[src/rtl/rf_dbg_pkg.sv]
// Shared types and defaults for the register-file debug/loader port.
// Values match the 5-stage core's register file.
package rf_dbg_pkg;

  localparam int NREG = 32;
  localparam int XLEN = 32;
  localparam int AW   = 5;

  localparam logic OP_LOAD = 1'b0;
  localparam logic OP_DUMP = 1'b1;

  typedef enum logic [2:0] {
    IDLE,
    HALT,
    LOAD,
    DUMP,
    DONE
  } state_e;

endpackage

[src/rtl/regfile_dbg_port.sv]
// Host debug port: halts the core, then bulk-loads x1..x31
// or streams x0..x31 out over valid/ready handshakes.
module regfile_dbg_port
  import rf_dbg_pkg::*;
#(
  parameter int NREG = rf_dbg_pkg::NREG,
  parameter int XLEN = rf_dbg_pkg::XLEN,
  parameter int AW   = rf_dbg_pkg::AW
) (
  input  logic            clk,
  input  logic            rst,
  input  logic            cmd_valid,
  output logic            cmd_ready,
  input  logic            cmd_op,
  input  logic            in_valid,
  output logic            in_ready,
  input  logic [XLEN-1:0] in_data,
  output logic            out_valid,
  input  logic            out_ready,
  output logic [XLEN-1:0] out_data,
  output logic            halt_req,
  input  logic            halt_ack,
  output logic            rf_we,
  output logic [AW-1:0]   rf_addr_d,
  output logic [XLEN-1:0] rf_data_d,
  output logic [AW-1:0]   rf_addr_r,
  input  logic [XLEN-1:0] rf_data_r,
  output logic            busy,
  output logic            done
);

  localparam logic [AW-1:0] LAST = AW'(NREG - 1);

  state_e          state_q, state_d;
  logic            op_q, op_d;
  logic [AW-1:0]   idx_q, idx_d;
  logic            halt_q, halt_d;
  logic            out_valid_q, out_valid_d;
  logic [XLEN-1:0] out_data_q, out_data_d;
  logic            issued_q, issued_d;
  logic            out_fire;

  always_ff @(posedge clk) begin
    if (rst) begin
      state_q     <= IDLE;
      op_q        <= OP_LOAD;
      idx_q       <= '0;
      halt_q      <= 1'b0;
      out_valid_q <= 1'b0;
      out_data_q  <= '0;
      issued_q    <= 1'b0;
    end else begin
      state_q     <= state_d;
      op_q        <= op_d;
      idx_q       <= idx_d;
      halt_q      <= halt_d;
      out_valid_q <= out_valid_d;
      out_data_q  <= out_data_d;
      issued_q    <= issued_d;
    end
  end

  always_comb begin
    state_d     = state_q;
    op_d        = op_q;
    idx_d       = idx_q;
    halt_d      = halt_q;
    out_valid_d = out_valid_q;
    out_data_d  = out_data_q;
    issued_d    = issued_q;
    cmd_ready   = 1'b0;
    in_ready    = 1'b0;
    rf_we       = 1'b0;
    rf_addr_d   = '0;
    rf_data_d   = '0;
    rf_addr_r   = '0;
    done        = 1'b0;
    out_fire    = out_valid_q & out_ready;

    unique case (state_q)
      IDLE: begin
        cmd_ready = 1'b1;
        if (cmd_valid) begin
          op_d     = cmd_op;
          idx_d    = (cmd_op == OP_DUMP) ? '0 : AW'(1);
          halt_d   = 1'b1;
          issued_d = 1'b0;
          state_d  = HALT;
        end
      end
      HALT: begin
        if (halt_ack) begin
          if (op_q == OP_DUMP) begin
            // Read port already sits at x0, so the first word is
            // captured here to give out_valid the cycle after ack.
            out_data_d  = rf_data_r;
            out_valid_d = 1'b1;
            idx_d       = idx_q + AW'(1);
            state_d     = DUMP;
          end else begin
            state_d = LOAD;
          end
        end
      end
      LOAD: begin
        in_ready  = 1'b1;
        rf_we     = in_valid;
        rf_addr_d = idx_q;
        rf_data_d = in_data;
        if (in_valid) begin
          if (idx_q == LAST) begin
            state_d = DONE;
          end else begin
            idx_d = idx_q + AW'(1);
          end
        end
      end
      DUMP: begin
        rf_addr_r = idx_q;
        if (!out_valid_q || out_fire) begin
          if (issued_q) begin
            // Only the x31 word can be in flight once issued is set.
            if (out_fire) begin
              out_valid_d = 1'b0;
              state_d     = DONE;
            end
          end else begin
            out_data_d  = rf_data_r;
            out_valid_d = 1'b1;
            if (idx_q == LAST) begin
              issued_d = 1'b1;
            end else begin
              idx_d = idx_q + AW'(1);
            end
          end
        end
      end
      DONE: begin
        done    = 1'b1;
        halt_d  = 1'b0;
        state_d = IDLE;
      end
      default: begin
        state_d = IDLE;
      end
    endcase
  end

  assign halt_req  = halt_q;
  assign out_valid = out_valid_q;
  assign out_data  = out_data_q;
  assign busy      = (state_q != IDLE);

endmodule

[config.mk]
export PLATFORM = sky130hd
export DESIGN_NAME = regfile_dbg_port
export DESIGN_NICKNAME = d
export VERILOG_FILES = /design/src/rtl/rf_dbg_pkg.sv /design/src/rtl/regfile_dbg_port.sv
export SDC_FILE = /design/constraint.sdc
export NUM_CORES = 1
export LEC_CHECK = 0
export ABC_AREA = 1
export BUFFER_PORTS_ARGS = -buffer_cell sky130_fd_sc_hd__buf_2
export CAP_MARGIN = 20
export CORE_MARGIN = 2
export CORE_UTILIZATION = 42
export CTS_BUF_LIST = sky130_fd_sc_hd__clkbuf_4 sky130_fd_sc_hd__clkbuf_8 sky130_fd_sc_hd__clkbuf_16
export DETAILED_ROUTE_END_ITERATION = 16
export PLACE_DENSITY_LB_ADDON = 0.15
export SLEW_MARGIN = 20
export SYNTH_ARGS = -nofsm -noshare
export SYNTH_HDL_FRONTEND = slang
export SYNTH_SLANG_ARGS = --single-unit
[constraint.sdc]
create_clock -name clk -period 1.8 [get_ports clk]
set_input_delay 0.09 -clock clk [delete_from_list [all_inputs] [get_ports clk]]
set_output_delay 0.09 -clock clk [all_outputs]
set_load 0.1 [all_outputs]
==> results of run 1 <==
-- metrics by stage --
stage | util, % | cells
2_1_floorplan | - | 344
3_3_place_gp | 77.6 | 558
3_5_place_dp | 77.6 | 558
4_1_cts | 80.3 | 566
5_1_grt | 81.0 | 567
6_report | 81.0 | 567
-- logic make-up after synthesis --
family / after synthesis
xor+xnor: 1
flops: 44
buf+inv: 71
simple gates: 179
compound gates: 47
fa+ha+maj: 2
-- per-layer routing --
metal / vias up / track usage [%] / routed length (µm)
li1: 1340 / - / -
met1: 1190 / 30.6 / 2970
met2: 123 / 44.0 / 3600
met3: 11 / 3.88 / 538
met4: 0 / 7.14 / 112
met5: - / 0 / 0
-- sequential cells by signal, summed over array words and instances (netlist names) --
signal / flops
op_q: 1
state_q: 3
halt_req: 1
out_data: 32
out_valid: 1
idx_q: 5
issued_q: 1
-- final cells by class --
cell class | count | share of cell area, %
repair buffers | 161 | 36.7
multi-input cells | 229 | 31.8
clock buffers | 7 | 2.32
flip-flops and latches | 44 | 21.3
clock inverters | 1 | 0.722
inverters | 55 | 5.08
well taps | 70 | 2.10
-- worst max-delay path, cell delays in order (launching register included) --
cell     delay (ps)
dfxtp_1         540
inv_2           100
nand2_1         160
nor2_4           60
inv_1            50
buf_2           420
-- worst max path at each step --
stage	from	cells past startpoint	end
2_1_floorplan	state_q[1]	6	rf_addr_d[4]
3_3_place_gp	idx_q[0]	10	idx_q[0]
3_5_place_dp	idx_q[0]	10	idx_q[0]
4_1_cts	idx_q[0]	10	idx_q[0]
5_1_grt	state_q[2]	5	busy
6_report	state_q[2]	5	busy
-- timing repair --
item                       4_1_cts  5_1_grt
gates resized for setup          3        9
setup endpoints to repair       29       14
pin swaps                        1        4
buffers inserted                 0        1
-- cell usage in the layout (no fill, tap or decap) --
cell type,Yosys,routed
bufinv_16,0,1
inv_1,52,52
inv_2,2,2
dfxtp_2,0,3
nor3b_1,1,1
inv_6,1,1
nand3_2,1,2
nand2_4,1,1
a21oi_1,11,11
buf_2,3,107
dfxtp_1,44,41
nand2_2,3,5
nor2_4,0,32
nor2_1,118,81
o21ai_0,25,25
nand3b_1,1,1
buf_12,0,47
nor2_8,1,1
nand2_8,0,1
nand3_1,10,9
o21ai_1,10,10
nand2_1,30,27
ha_2,0,2
nor2_2,12,17
buf_4,1,7
clkbuf_8,0,7
nand4_2,1,1
a31oi_1,1,1
xor2_1,1,1
==> flow_summary.yaml, run 1 <==
synthesis:
  yosys_warnings: 0
  synthMuxAreaShare_pct: 0
  ys_seq_elements: 44
  synth_xor_area_share_pct: 0.389
  synth_compound_area_share_pct: 10.5
  synthCells: 344
  synthArstFlopShare_pct: 0
  ys_seq_area_share_pct: 39.1
  syn_nets: 417
  synth_top_cell_by_area: "dfxtp_1"
  synth_cell_types: 25
  yosys.area_share.adder_pct: 1.11
  avgSynthCellArea_um2: 6.54
  yosysMostFrequentCell: "nor2_1"
  syn_area_mm2: 0.00225
  yosys.area_share.simple_pct: 34.1
  yosysTopAreaCellShare_pct: 39.1
  synth_edf_count: 0
  synthTopCellsByCount: "nor2_1, inv_1, dfxtp_1"
  yosys-top-cells-area: "dfxtp_1, nor2_1, inv_1"
  synth_top_family_by_area: "simple AND/OR/NAND/NOR gates"
  synthFlopType: "dfxtp_1"
worst_setup_path:
  r2r_slack_ps: 140
  rr_endpoint: "idx_q[0]"
  path_max_fanout: 7
  r2r-start: "idx_q[1]"
  required_ps: 1710
  start_kind: "flip-flop"
  reg2reg_depth: 9
  cp.arrival_ps: 1620
  path_class: "flip-flop to output pin"
  crit_path_end_kind: "output pin"
cts:
  numCtsBuffers: 5
  path_clk_slew_ps: 90
  cts_max_path_buffers: 2
  cts_root_buffer: "clkbuf_8"
  cts_max_level: 2
  ctsHoldBuffers: 0
  cts_tree: "built"
  clock-sinks: 44
  clk_latency_ps: 300
routing:
  drt-pass1-iter-count: 5
  drc: 0
  via_per_inst: 4.70
  vias: 2664
  drt_iter0_drc: 87
  wl_um: 7220
  ant_nets: 0
  wire_per_inst_um: 12.7
sta:
  hold_viol: 0
  tns_ps: 0
  whs_ps: 11.1
  maxSlewViolCount: 0
  slew_headroom_pct: 64.2
  rsz0062_at_grt: "false"
  setup_violations: 0
  layout_min_cycle_time_ps: 1710
  finalCritPeriodShare_pct: 95.2
  max_freq_mhz: 584
  skew_ps: 8.56
  worst_slew_pin_slew_ps: 532
  fin_ws_ps: 86.6
global_route:
  grt_max_degree: 33
  gr-usage-all-layers_pct: 24.7
  grt_pass1_wl_um: 12200
  globalRouteOverflowTotal: 0
  grt_antenna_before_repair: 0
  grt_pass1_vias: 2573
die:
  die_h_um: 77.2
  core.rowCount: 26
  dieWidth_um: 77.2
  io-pin-count: 152
  die_area_mm2: 0.00596
  start_util_pct: 43.8
  core-area_mm2: 0.00514
placement:
  port_buffers: 151
  pre_cts_ws_ps: 32.9
  dp_hpwl_um: 5620
  routabilityCongestion: 0.903
  placed_area_mm2: 0.00399
layout:
  drive_above_1_share_pct: 47.7
  nNetsFinal: 569
  multi_input_area_mm2: 0.00132
  seqCellArea_um2: 885
  n_antenna_cell: 0
  area.growth.synth_to_final_pct: 84.9
  n_fill_cell: 328
  fin_area_mm2: 0.00416
hold_path:
  hold_class: "input pin to flip-flop"
  whs_path_depth: 3
  holdCritStartpoint: "rf_data_r[16]"
  holdPathEnd: "out_data[16]"
status:
  outcome: "completed"
flow_run:
  max-cap-violations: 0
Power of run 1 is left out: the tool's default activity adds up to more than one toggle a clock period on the data nets, which glitch-free logic cannot reach.
==> run 2: changes to the inputs <==
--- a/config.mk
+++ b/config.mk
@@ -5,12 +5,12 @@
 export SDC_FILE = /design/constraint.sdc
 export NUM_CORES = 1
 export LEC_CHECK = 0
-export ABC_AREA = 1
 export BUFFER_PORTS_ARGS = -buffer_cell sky130_fd_sc_hd__buf_2
 export CAP_MARGIN = 20
 export CORE_MARGIN = 2
-export CORE_UTILIZATION = 42
+export CORE_UTILIZATION = 44
 export CTS_BUF_LIST = sky130_fd_sc_hd__clkbuf_4 sky130_fd_sc_hd__clkbuf_8 sky130_fd_sc_hd__clkbuf_16
+export CTS_CLUSTER_DIAMETER = 150
 export DETAILED_ROUTE_END_ITERATION = 16
 export PLACE_DENSITY_LB_ADDON = 0.15
 export SLEW_MARGIN = 20
==> flow_summary.yaml, run 2 <==
status:
  outcome: "complete, but fails checks"
  violations: "negative setup slack"
layout:
  drive_above_1_share_pct: 65.4
  n_antenna_cell: 0
  nNetsFinal: 507
  final_common_cell: "buf_2"
  largest_register_ffs: 32
  area.growth.synth_to_final_pct: 73.4
  final_cell_mix: "buf_2, buf_12, dfxtp_1"
  fin_area_mm2: 0.00441
synthesis:
  synthFlopType: "dfxtp_1"
  yosys-top-cells-area: "dfxtp_1, o21ai_2, a21oi_2"
  synthCells: 287
  syn_area_mm2: 0.00254
  synthArstFlopShare_pct: 0
  yosys_warnings: 0
  synth_edf_count: 0
  yosysTopAreaCellShare_pct: 34.6
  synthTopCellsByCount: "dfxtp_1, and3_1, nand3_1"
  avgSynthCellArea_um2: 8.86
  yosysMostFrequentCell: "dfxtp_1"
  synth_top_cell_by_area: "dfxtp_1"
  synth_cell_types: 41
  syn_nets: 360
  ys_seq_area_share_pct: 34.6
  ys_seq_elements: 44
placement:
  routabilityCongestion: 0.882
  port_buffers: 151
  placed_area_mm2: 0.00424
  dp_hpwl_um: 6000
die:
  io-pin-count: 152
  die_area_mm2: 0.00640
  start_util_pct: 45.9
  die_h_um: 80.0
  dieWidth_um: 80.0
  core-area_mm2: 0.00554
  core.rowCount: 27
sta:
  maxSlewViolCount: 0
  hold_viol: 0
  finalCritPeriodShare_pct: 104
  skew_ps: 3.56
  max_freq_mhz: 532
  fin_ws_ps: -80.7
  tns_ps: -190
  setup_violations: 3
  worst_slew_pin_slew_ps: 603
  layout_min_cycle_time_ps: 1880
  whs_ps: 45.6
  slew_headroom_pct: 59.8
  rsz0062_at_grt: "true"
global_route:
  globalRouteOverflowTotal: 0
  grt_max_degree: 33
  gr-usage-all-layers_pct: 24.4
  grt_antenna_before_repair: 0
  grt_pass1_wl_um: 12600
  grt_pass1_vias: 2669
worst_setup_path:
  path_class: "flip-flop to flip-flop"
  startpoint: "idx_q[1]"
  cp_top_family: "compound AO/OA/AOI/OAI gates"
  path_common_cell: "ha_4"
  critical_path_buf_inv_count: 0
  start_kind: "flip-flop"
  rr_endpoint: "idx_q[3]"
  path_depth: 7
  r2r-start: "idx_q[1]"
  path_cells: "ha_4 > and3_4 > ha_4 > a21o_1 > a221oi_4 > o211ai_1 > a32o_1"
  cp.arrival_ps: 2070
  crit_path_end_kind: "flip-flop"
  required_ps: 1990
  path_max_fanout: 8
  reg2reg_depth: 7
  worst_path_largest_cell_delay_ps: 410
  r2r_slack_ps: -80
  crit_slowest_cell: "a221oi_4"
  critPathCapture: "idx_q[3]"
routing:
  drt_iter0_drc: 89
  wire_per_inst_um: 15.9
  vias: 2740
  drc: 0
  ant_nets: 0
  wl_um: 8030
  via_per_inst: 5.42
  drt-pass1-iter-count: 4
cts:
  path_clk_slew_ps: 80
  cts_max_level: 2
  clock-sinks: 44
  cts_max_path_buffers: 2
  cts_tree: "built"
  numCtsBuffers: 5
  clk_latency_ps: 290
  cts_root_buffer: "clkbuf_8"
flow_run:
  max-cap-violations: 0
power_and_ir_drop:
  ir_drop_mv: 0.733
  leakagePower_nw: 1.86
  finalPower_mw: 5.21
  power_density_mw_per_mm2: 1180
hold_path:
  hold_class: "input pin to flip-flop"
[run 2: worst register-to-register path, stage by stage (launching register included)]
cell	delay [ps]
dfxtp_2	340
ha_4	150
and3_4	180
ha_4	150
a21o_1	170
a221oi_4	410
o211ai_1	160
a32o_1	220
[run 2: timing repair]
item / CTS / global route
hold buffers: 0 / 0
pin swaps: 2 / 7
setup buffers: 0 / 1
endpoints found under the hold margin: 0 / 0
resized for setup: 2 / 11
endpoints found under the setup margin: 16 / 77
[run 2: final cells by class]
| class | instances | area (µm²) |
|---|---|---|
| timing repair buffer | 169 | 1650 |
| multi-input combinational | 210 | 1660 |
| sequential | 44 | 886 |
| tap | 72 | 90.1 |
| clock buffer | 7 | 96.3 |
| fill | 383 | 1130 |
| inverter | 4 | 22.5 |
[run 2: per-layer routing]
metal / routed length (µm) / vias up / global-route usage [%]
met3: 587 / 6 / 5.77
met4: 59 / 0 / 4.92
met2: 3960 / 122 / 43.1
met5: 0 / - / 0
met1: 3420 / 1271 / 30.0
li1: - / 1341 / -
[run 2: kinds of logic (layout without fill, tap and decap cells)]
kind of cell / count (synthesis) / count (layout) / share of synthesized area [%]
buffers and inverters: 33 / 180 / 7.53
DFF: 44 / 44 / 34.6
AOI/OAI and AO/OA: 92 / 92 / 30.4
and+or+nand+nor: 115 / 115 / 26.0
muxes: 1 / 1 / 0.394
adders and majority gates: 2 / 2 / 0.984
[run 2: where the power goes]
group          internal (mW)  switching (mW)
Combinational           1.09            2.29
Clock                  0.342           0.313
Sequential              1.07           0.102
Total                   2.50            2.70
[run 2: how the worst min path moves through the flow]
stage               depth (start not counted)          end          from  slack, ps
finish                                      2    out_valid     out_ready         50
global route                                3  out_data[0]  rf_data_r[0]         40
CTS                                         2    out_valid     out_ready         30
detailed placement                          2    out_valid     out_ready        340
global placement                            3  out_data[2]  rf_data_r[2]        340
floorplan                                   1    out_valid     out_ready        200
[run 2: stage by stage]
step / setup WS, ps / instances / util [%]
finish: -80.7 / 506 / 79.6
global route: -165 / 506 / 79.6
CTS: -38.8 / 505 / 78.6
detailed placement: -52.4 / 498 / 76.6
global placement: -31.7 / 498 / 76.6
floorplan: -121 / 287 / -
Note: power is estimated with default switching activity, not from simulation.
